### src/rtl/swap_ctrl_fsm.sv
// Memory swapper control FSM: exchanges the contents of two RAM locations
// on a start pulse and passes the user port through to the RAM when idle.
module swap_ctrl_fsm #(
    parameter int addr_w_N    = 7,
    parameter int data_w_Bits = 8,
    parameter int CNT_W       = 16
) (
    input  logic                   clk,
    input  logic                   rst,
    input  logic                   start,
    input  logic [addr_w_N-1:0]    addr_a_in,
    input  logic [addr_w_N-1:0]    addr_b_in,
    input  logic                   user_we,
    input  logic [data_w_Bits-1:0] user_wr_data,
    input  logic [data_w_Bits-1:0] rd_data,
    output logic [addr_w_N-1:0]    address_A,
    output logic [addr_w_N-1:0]    address_B,
    output logic [1:0]             sel_r,
    output logic [1:0]             sel_w,
    output logic                   we,
    output logic [data_w_Bits-1:0] wr_data,
    output logic                   busy,
    output logic                   done,
    output logic [CNT_W-1:0]       swap_count
);

    // Mux select encodings shared by the read and write address muxes.
    localparam logic [1:0] SEL_USER = 2'd0;
    localparam logic [1:0] SEL_A    = 2'd1;
    localparam logic [1:0] SEL_B    = 2'd2;

    typedef enum logic [2:0] {
        S_IDLE,
        S_RD_A,
        S_RD_B,
        S_CAP_B,
        S_WR_A,
        S_WR_B,
        S_DONE
    } state_t;

    state_t                   state_q, state_d;
    logic [addr_w_N-1:0]      addr_a_q, addr_a_d;
    logic [addr_w_N-1:0]      addr_b_q, addr_b_d;
    logic [data_w_Bits-1:0]   tmp_a_q, tmp_a_d;
    logic [data_w_Bits-1:0]   tmp_b_q, tmp_b_d;
    logic [CNT_W-1:0]         cnt_q, cnt_d;

    // State and datapath registers with synchronous reset.
    always_ff @(posedge clk) begin
        if (rst) begin
            state_q  <= S_IDLE;
            addr_a_q <= '0;
            addr_b_q <= '0;
            tmp_a_q  <= '0;
            tmp_b_q  <= '0;
            cnt_q    <= '0;
        end else begin
            state_q  <= state_d;
            addr_a_q <= addr_a_d;
            addr_b_q <= addr_b_d;
            tmp_a_q  <= tmp_a_d;
            tmp_b_q  <= tmp_b_d;
            cnt_q    <= cnt_d;
        end
    end

    // Next-state logic plus address latching, word capture and swap counting.
    always_comb begin
        state_d  = state_q;
        addr_a_d = addr_a_q;
        addr_b_d = addr_b_q;
        tmp_a_d  = tmp_a_q;
        tmp_b_d  = tmp_b_q;
        cnt_d    = cnt_q;
        case (state_q)
            S_IDLE: begin
                if (start) begin
                    addr_a_d = addr_a_in;
                    addr_b_d = addr_b_in;
                    // Swapping a location with itself is a no-op: skip RAM access.
                    state_d  = (addr_a_in == addr_b_in) ? S_DONE : S_RD_A;
                end
            end
            S_RD_A:  state_d = S_RD_B;
            S_RD_B: begin
                // Synchronous RAM: data for the A address issued in RD_A arrives now.
                tmp_a_d = rd_data;
                state_d = S_CAP_B;
            end
            S_CAP_B: begin
                tmp_b_d = rd_data;
                state_d = S_WR_A;
            end
            S_WR_A:  state_d = S_WR_B;
            S_WR_B:  state_d = S_DONE;
            S_DONE: begin
                cnt_d   = cnt_q + CNT_W'(1);
                state_d = S_IDLE;
            end
            default: state_d = S_IDLE;
        endcase
    end

    // Moore output decode; IDLE forwards the user write port combinationally.
    always_comb begin
        sel_r   = SEL_USER;
        sel_w   = SEL_USER;
        we      = 1'b0;
        wr_data = '0;
        busy    = 1'b1;
        done    = 1'b0;
        case (state_q)
            S_IDLE: begin
                busy    = 1'b0;
                we      = user_we;
                wr_data = user_wr_data;
            end
            S_RD_A:  sel_r = SEL_A;
            S_RD_B:  sel_r = SEL_B;
            S_CAP_B: sel_r = SEL_USER;
            S_WR_A: begin
                sel_w   = SEL_A;
                we      = 1'b1;
                wr_data = tmp_b_q;
            end
            S_WR_B: begin
                sel_w   = SEL_B;
                we      = 1'b1;
                wr_data = tmp_a_q;
            end
            S_DONE:  done = 1'b1;
            default: busy = 1'b1;
        endcase
    end

    assign address_A  = addr_a_q;
    assign address_B  = addr_b_q;
    assign swap_count = cnt_q;

endmodule
### config.mk
export PLATFORM = sky130hd
export DESIGN_NAME = swap_ctrl_fsm
export DESIGN_NICKNAME = d
export VERILOG_FILES = /design/src/rtl/swap_ctrl_fsm.sv
export SDC_FILE = /design/constraint.sdc
export NUM_CORES = 1
export LEC_CHECK = 0
export ABC_CLOCK_PERIOD_IN_PS = 1500
export CAP_MARGIN = 20
export CORE_MARGIN = 2
export CORE_UTILIZATION = 41
export DETAILED_ROUTE_END_ITERATION = 16
export GPL_TIMING_DRIVEN = 0
export PLACE_DENSITY = 0.77
export SYNTH_ARGS = -nofsm -noshare
export SYNTH_HDL_FRONTEND = slang
export SYNTH_SLANG_ARGS = --single-unit
### constraint.sdc
create_clock -name clk -period 1.5 [get_ports clk]
set_input_delay 0.375 -clock clk [delete_from_list [all_inputs] [get_ports clk]]
set_output_delay 0.375 -clock clk [all_outputs]
set_load 0.05 [all_outputs]
==> results of run 1 <==
timing repair:
action / 4_1_cts / 5_1_grt
resized for setup: 249 / 53
buffers inserted: 20 / 12
cloned: 3 / 0
pin swaps: 19 / 21
endpoints found under the setup margin: 66 / 65
hold endpoints to repair: 0 / 0
sequential cells by signal, summed over array words and instances, names as in the netlist:
name,count
tmp_b_q,8
tmp_a_q,8
swap_count,16
address_B,7
address_A,7
state_q,3
metrics by stage:
step	setup WS (ns)	cell area, um^2	util, %
3_5_place_dp	-0.832	3410	62.7
2_1_floorplan	-0.107	2550	-
6_report	-0.512	4160	76.4
5_1_grt	-0.601	4160	76.4
4_1_cts	-0.489	3940	72.4
3_3_place_gp	-0.834	3410	62.7
how the worst max path moves through the flow:
stage	startpoint	endpoint	slack (ns)
after floorplan	state_q[0]$_SDFFE_PP0P_	wr_data[4]	-0.11
after global placement	state_q[0]$_SDFFE_PP0P_	wr_data[7]	-0.83
after detailed placement	state_q[0]$_SDFFE_PP0P_	wr_data[7]	-0.83
after CTS	state_q[0]$_SDFFE_PP0P_	wr_data[2]	-0.49
after global routing	state_q[0]$_SDFFE_PP0P_	wr_data[6]	-0.60
final	state_q[0]$_SDFFE_PP0P_	wr_data[2]	-0.51
cells in the mapped netlist, types with 5 or more instances:
cell type / number
a22oi_1: 8
nand3_1: 6
a21oi_1: 22
dfxtp_1: 49
nand2_1: 36
nand4_1: 8
nor2_1: 43
xor2_1: 13
clkbuf_1: 8
mux2i_1: 16
mux2_2: 10
buf_2: 5
power by group through the flow:
| stage | registers (mW) | clock network [mW] | logic, mW |
|---|---|---|---|
| 2_1_floorplan | 1.50 | 0 | 0.540 |
| 3_3_place_gp | 1.40 | 0 | 0.945 |
| 3_5_place_dp | 1.40 | 0 | 0.952 |
| 4_1_cts | 1.37 | 0.873 | 1.13 |
| 5_1_grt | 1.38 | 0.943 | 1.28 |
| 6_report | 1.38 | 0.859 | 1.21 |
worst min-delay path, cell delays in order:
cell,delay [ns]
clkdlybuf4s15_1,0.20
nand2_1,0.07
a21oi_1,0.05
cell families (layout without fill, tap and decap cells):
logic type                 after synthesis  after routing  share of synthesized area [%]
xor gates and xnor gates                16             16                           6.15
AOI/OAI and AO/OA                       36             36                           9.17
adders and majority gates                1              1                          0.549
buffers and inverters                   24            142                           5.05
and+or+nand+nor                        117            117                           24.1
DFF                                     49             49                           43.0
muxes                                   26             26                           12.0
area by class of cell:
cell class | count | area [um^2] | area share, %
flip-flops and latches | 49 | 1030 | 24.7
well taps | 72 | 90.1 | 2.17
inverters | 5 | 38.8 | 0.933
repair buffers | 110 | 1150 | 27.7
clock buffers | 7 | 97.6 | 2.35
multi-input cells | 196 | 1550 | 37.3
plain buffers | 19 | 199 | 4.78
clock inverters | 1 | 3.75 | 0.0903
layer usage:
metal / global-route usage [%] / part of all wire, % / vias to the layer above
li1: - / - / 1155
met3: 3.91 / 4.3 / 10
met5: 0 / 0 / -
met4: 8.07 / 1.4 / 0
met1: 27.7 / 43 / 1126
met2: 38.8 / 51 / 55
==> flow_summary.yaml, run 1 <==
detailed_routing:
  ant_nets: 0
  drtPass1Iterations: 4
  vias: 2346
  via_per_inst: 5.11
  drc_errors: 0
  wirelength_um: 6890
  wire_per_inst_um: 15.0
  drt_iter0_drc: 89
worst_setup_path:
  path_delay_family: "buffers and inverters"
  crit_required_ns: 1.12
  endpoint_kind: "primary output"
  crit_type: "register to primary output"
  rr_worst_depth: 7
  worstPathArrival_ns: 1.64
  r2r_start: "state_q[0]$_SDFFE_PP0P_"
  cp_slowest_cell: "dfxtp_2"
  cp_num_buf_inv: 4
  timing.rr.end: "swap_count[14]$_SDFFE_PP0P_"
  start_kind: "register"
  path_depth: 7
  worstPathMaxFanout: 7
  rrSetupSlack_ns: -0.21
  slowest_delay_ns: 0.34
  path_cells: "buf_8, clkbuf_16, nor2_4, buf_6, a22oi_2, nor2_4, buf_6"
cells_and_area:
  stdcell_count: 459
  fin_nets: 421
  drive_gt1_share_pct: 46.8
  diodes: 0
  fillCellCount: 367
  layout_common_cells: "dfxtp_1, nor2_1, nand2_1, clkdlybuf4s15_2, clkdlybuf4s50_1"
  areaGrowthSynthToFinish_pct: 82.4
  final_common_cell: "dfxtp_1"
synthesis:
  yosysUniqueCellTypes: 37
  syn_area_per_cell_um2: 8.47
  synth_ff_type: "dfxtp_1"
  ys_seq_elements: 49
  synthCells: 269
  synth_edf_count: 0
  synth_top_cell_area_share_pct: 43.0
  async_flop_share_pct: 0
  yosysTopAreaCell: "dfxtp_1"
  syn-num-nets: 304
  syn_area_um2: 2280
  synth.top_cells.by_area: "dfxtp_1, nor2_1, mux2i_1, nand2_1, xor2_1"
  yosys_warnings: 0
  ys_seq_area_share_pct: 43.0
sta:
  setup_ws_ns: -0.512
  clock.fmax_mhz: 497
  fin_skew_ns: 0.00888
  setup_viol: 37
  rsz0062_at_grt: "true"
  slew_violations: 0
  hold_viol: 0
  fin_crit_ns: 2.01
  min_period_over_period_pct: 134
  tns_ns: -8.09
  fin_hold_ws_ns: 0.437
  tightest_slew_ns: 0.583
  relSlewSlack_pct: 61.1
global_routing:
  grt_usage_pct: 22.4
  antenna_found_initial: 0
  grt_overflow: 0
  grt_pass1_wl_um: 11100
  grt_pass1_vias: 2391
  grt_max_degree: 15
clocking:
  h-tree-depth: 2
  cts_tree: "yes"
  hold_buffers: 0
  cts.reportedPaths.clkPinSlew_ns: 0.09
  root_buffer: "clkbuf_8"
  clock-sinks: 49
  clock_latency_ns: 0.30
  clockBufferDepth: 2
  numCtsBuffers: 5
power_and_ir_drop:
  intPower_mw: 2.31
  power.total_mw: 3.45
  vdd_ir_drop_max_v: 0.000520
  switchingPower_mw: 1.14
  p_clk_share_pct: 24.9
  p_comb_share_pct: 35.2
  swShare_pct: 33.0
  p_leak_nw: 1.63
  seq_power_share_pct: 39.9
  powerDensity_nw_per_um2: 829
run_status:
  violations: "negative setup slack"
  status: "finished, violations left"
floorplanning:
  initial_core_util_pct: 41.9
  fp-row-count: 27
  die_w_um: 78.6
  fp.dieH_um: 78.6
  ios: 79
  design.die.area_um2: 6170
  core-area_um2: 5440
placement:
  hpwlAfterDp_um: 4320
  port_buffers: 77
  place_congestion: 0.763
  place_inst: 418
hold_path:
  holdCritStartpoint: "addr_b_in[6]"
  worstHoldPathType: "primary input to register"
  worstHoldEndpoint: "address_B[6]$_SDFFE_PP0P_"
  hold_depth: 3
job:
  drv_cap: 0
No activity file was read; power rests on OpenSTA's default activity.
==> inputs of run 2 (changes only) <==
--- a/config.mk
+++ b/config.mk
@@ -5,13 +5,14 @@
 export SDC_FILE = /design/constraint.sdc
 export NUM_CORES = 1
 export LEC_CHECK = 0
+export ABC_AREA = 1
 export ABC_CLOCK_PERIOD_IN_PS = 1500
 export CAP_MARGIN = 20
 export CORE_MARGIN = 2
 export CORE_UTILIZATION = 41
 export DETAILED_ROUTE_END_ITERATION = 16
 export GPL_TIMING_DRIVEN = 0
-export PLACE_DENSITY = 0.77
+export PLACE_DENSITY = 0.76
 export SYNTH_ARGS = -nofsm -noshare
 export SYNTH_HDL_FRONTEND = slang
 export SYNTH_SLANG_ARGS = --single-unit
==> flow_summary.yaml, run 2 <==
clocking:
  clock-sinks: 49
  cts.reportedPaths.clkPinSlew_ns: 0.09
  clock_latency_ns: 0.31
  root_buffer: "clkbuf_8"
  cts_tree: "yes"
  h-tree-depth: 2
  hold_buffers: 0
  clockBufferDepth: 2
  numCtsBuffers: 5
run_status:
  status: "finished, violations left"
  violations: "negative setup slack"
cells_and_area:
  layout_common_cells: "nand2_1, dfxtp_1, a21oi_1"
  diodes: 0
  final_core_util_pct: 64.2
  final_common_cell: "nand2_1"
  largest_reg_flops: 16
  fillCellCount: 486
  fin_nets: 453
  areaGrowthSynthToFinish_pct: 52.3
  drive_gt1_share_pct: 25.6
  stdcell_count: 490
synthesis:
  syn_area_um2: 2290
  synth_top_cell_area_share_pct: 42.8
  ys_seq_area_share_pct: 42.8
  syn_area_per_cell_um2: 7.30
  synth_ff_type: "dfxtp_1"
  syn-num-nets: 349
  synth_edf_count: 0
  synthCells: 314
  yosys_warnings: 0
  yosysTopAreaCell: "dfxtp_1"
  synth_most_common_cell: "nand2_1"
  ys_seq_elements: 49
  ys_top_cells_by_count: "nand2_1, dfxtp_1, nor2_1"
  async_flop_share_pct: 0
  yosysUniqueCellTypes: 28
  synth.top_cells.by_area: "dfxtp_1, nand2_1, a21oi_1, nor2_1, inv_1"
sta:
  hold_viol: 0
  min_period_over_period_pct: 122
  clock.fmax_mhz: 546
  rsz0062_at_grt: "true"
  setup_ws_ns: -0.330
  tightest_slew_ns: 0.517
  relSlewSlack_pct: 65.5
  slew_violations: 0
  setup_viol: 17
  fin_skew_ns: 0.00672
  fin_crit_ns: 1.83
floorplanning:
  core-area_um2: 5440
  ios: 79
  fp.dieH_um: 78.8
  initial_core_util_pct: 42.1
  fp-row-count: 27
  design.die.area_um2: 6200
  die_w_um: 78.8
global_routing:
  grt_use_met3_pct: 3.30
  busiest_layer: "met2"
  grt_pass1_vias: 2152
  grtUsageMet2_pct: 35.8
  met1_usage_pct: 24.5
  grt_overflow: 0
  grt_pass1_wl_um: 9910
  grt_max_degree: 15
  grt_usage_pct: 20.1
  antenna_found_initial: 0
hold_path:
  worstHoldPathType: "register to register"
  hold_depth: 2
worst_setup_path:
  endpoint_kind: "primary output"
  rrSetupSlack_ns: -0.03
  path_depth: 5
  cp_slowest_cell: "dfxtp_4"
  slowest_delay_ns: 0.39
  crit_type: "register to primary output"
  rr_worst_depth: 11
  start_kind: "register"
  crit_required_ns: 1.12
  path_delay_family: "flip-flops"
  cp_num_buf_inv: 2
  worstPathMaxFanout: 5
  path_cells: "inv_6, nor2_4, nand2_4, o211ai_1, buf_4"
  worstPathArrival_ns: 1.46
power_and_ir_drop:
  powerDensity_nw_per_um2: 991
  vdd_ir_drop_max_v: 0.000675
  p_leak_nw: 1.48
placement:
  hpwlAfterDp_um: 4320
  port_buffers: 76
  place_inst: 462
  place_congestion: 0.787
detailed_routing:
  ant_nets: 0
  wirelength_um: 6210
  via_per_inst: 4.89
  wire_per_inst_um: 12.7
  drt_iter0_drc: 106
  drc_errors: 0
  vias: 2395
  drtPass1Iterations: 5
job:
  drv_cap: 0
## run 2: cell count changes after synthesis, moves of 6 or more
cell / change
mux2i_1: -16
nand2_1: +26
nand3_1: +17
o21ai_0: +18
xor2_1: -9
nand4_1: -6
mux2_2: -10
nor2_1: -8
a21oi_1: +11
a22oi_1: -8
o211ai_1: +8
inv_1: +31
## run 2: repair_timing
item | CTS | global route
resized for setup | 204 | 33
endpoints found under the setup margin | 45 | 45
buffers inserted | 7 | 13
cloned | 2 | 0
pin swaps | 7 | 2
endpoints found under the hold margin | 0 | 0
## run 2: path summary, 6_finish.rpt
check | startpoint | end
setup reg to reg | state_q[0]$_SDFFE_PP0P_ | swap_count[15]$_SDFFE_PP0P_
hold / removal | tmp_a_q[2]$_SDFFE_PP0P_ | tmp_a_q[2]$_SDFFE_PP0P_
hold reg to reg | tmp_a_q[2]$_SDFFE_PP0P_ | tmp_a_q[2]$_SDFFE_PP0P_
setup / recovery | state_q[0]$_SDFFE_PP0P_ | wr_data[0]
## run 2: power by group
group | switching (mW) | total, mW | internal, mW
sequential | 0.0500 | 1.44 | 1.39
combinational | 0.754 | 1.21 | 0.459
clock | 0.444 | 0.810 | 0.365
total | 1.25 | 3.46 | 2.21
## run 2: worst register-to-register path, stage by stage (launching register included)
cell and delay, ns:
dfxtp_4 0.37, inv_6 0.06, buf_4 0.10, buf_6 0.10, nand3_4 0.11, buf_6 0.16
nor2_8 0.12, nand3_4 0.12, nor2_8 0.13, nand3_1 0.08, nand2_1 0.06, nor2_1 0.04
## run 2: metrics by stage
stage / setup slack (ns) / hold slack, ns / TNS, ns / total power, mW / cell area (um^2)
5_1_grt: -0.403 / 0.476 / -4.68 / 3.62 / 3490
6_report: -0.330 / 0.457 / -3.31 / 3.46 / 3490
2_1_floorplan: -0.285 / 0.430 / -2.54 / 2.18 / 2340
3_3_place_gp: -0.760 / 0.440 / -9.91 / 2.54 / 3190
4_1_cts: -0.299 / 0.460 / -3.13 / 3.39 / 3400
3_5_place_dp: -0.770 / 0.447 / -10.24 / 2.55 / 3190
## run 2: cell families (layout without fill, tap and decap cells)
| kind of cell | count (synthesis) | after routing | share of synthesized area (%) |
|---|---|---|---|
| simple gates | 140 | 141 | 28.9 |
| xor+xnor | 10 | 10 | 3.82 |
| compound gates | 64 | 64 | 15.1 |
| fa+ha+maj | 1 | 1 | 0.546 |
| buf+inv | 50 | 153 | 8.84 |
| flops | 49 | 49 | 42.8 |
## run 2: metal layers
layer  routed length (um)  vias to the layer above
met4                  109                        0
met3                  264                        7
met1                 2730                     1097
li1                     -                     1230
met5                    0                        -
met2                 3100                       61
## run 2: cell type report
type | count | area [um^2] | share of cell area, %
clock inverter | 1 | 7.51 | 0.215
inverter | 38 | 163 | 4.66
timing repair buffer | 96 | 907 | 26.0
multi-input combinational | 216 | 1170 | 33.6
buffer | 11 | 67.6 | 1.94
tap | 72 | 90.1 | 2.58
sequential | 49 | 992 | 28.4
timing repair inverter | 1 | 8.76 | 0.251
clock buffer | 6 | 82.6 | 2.37
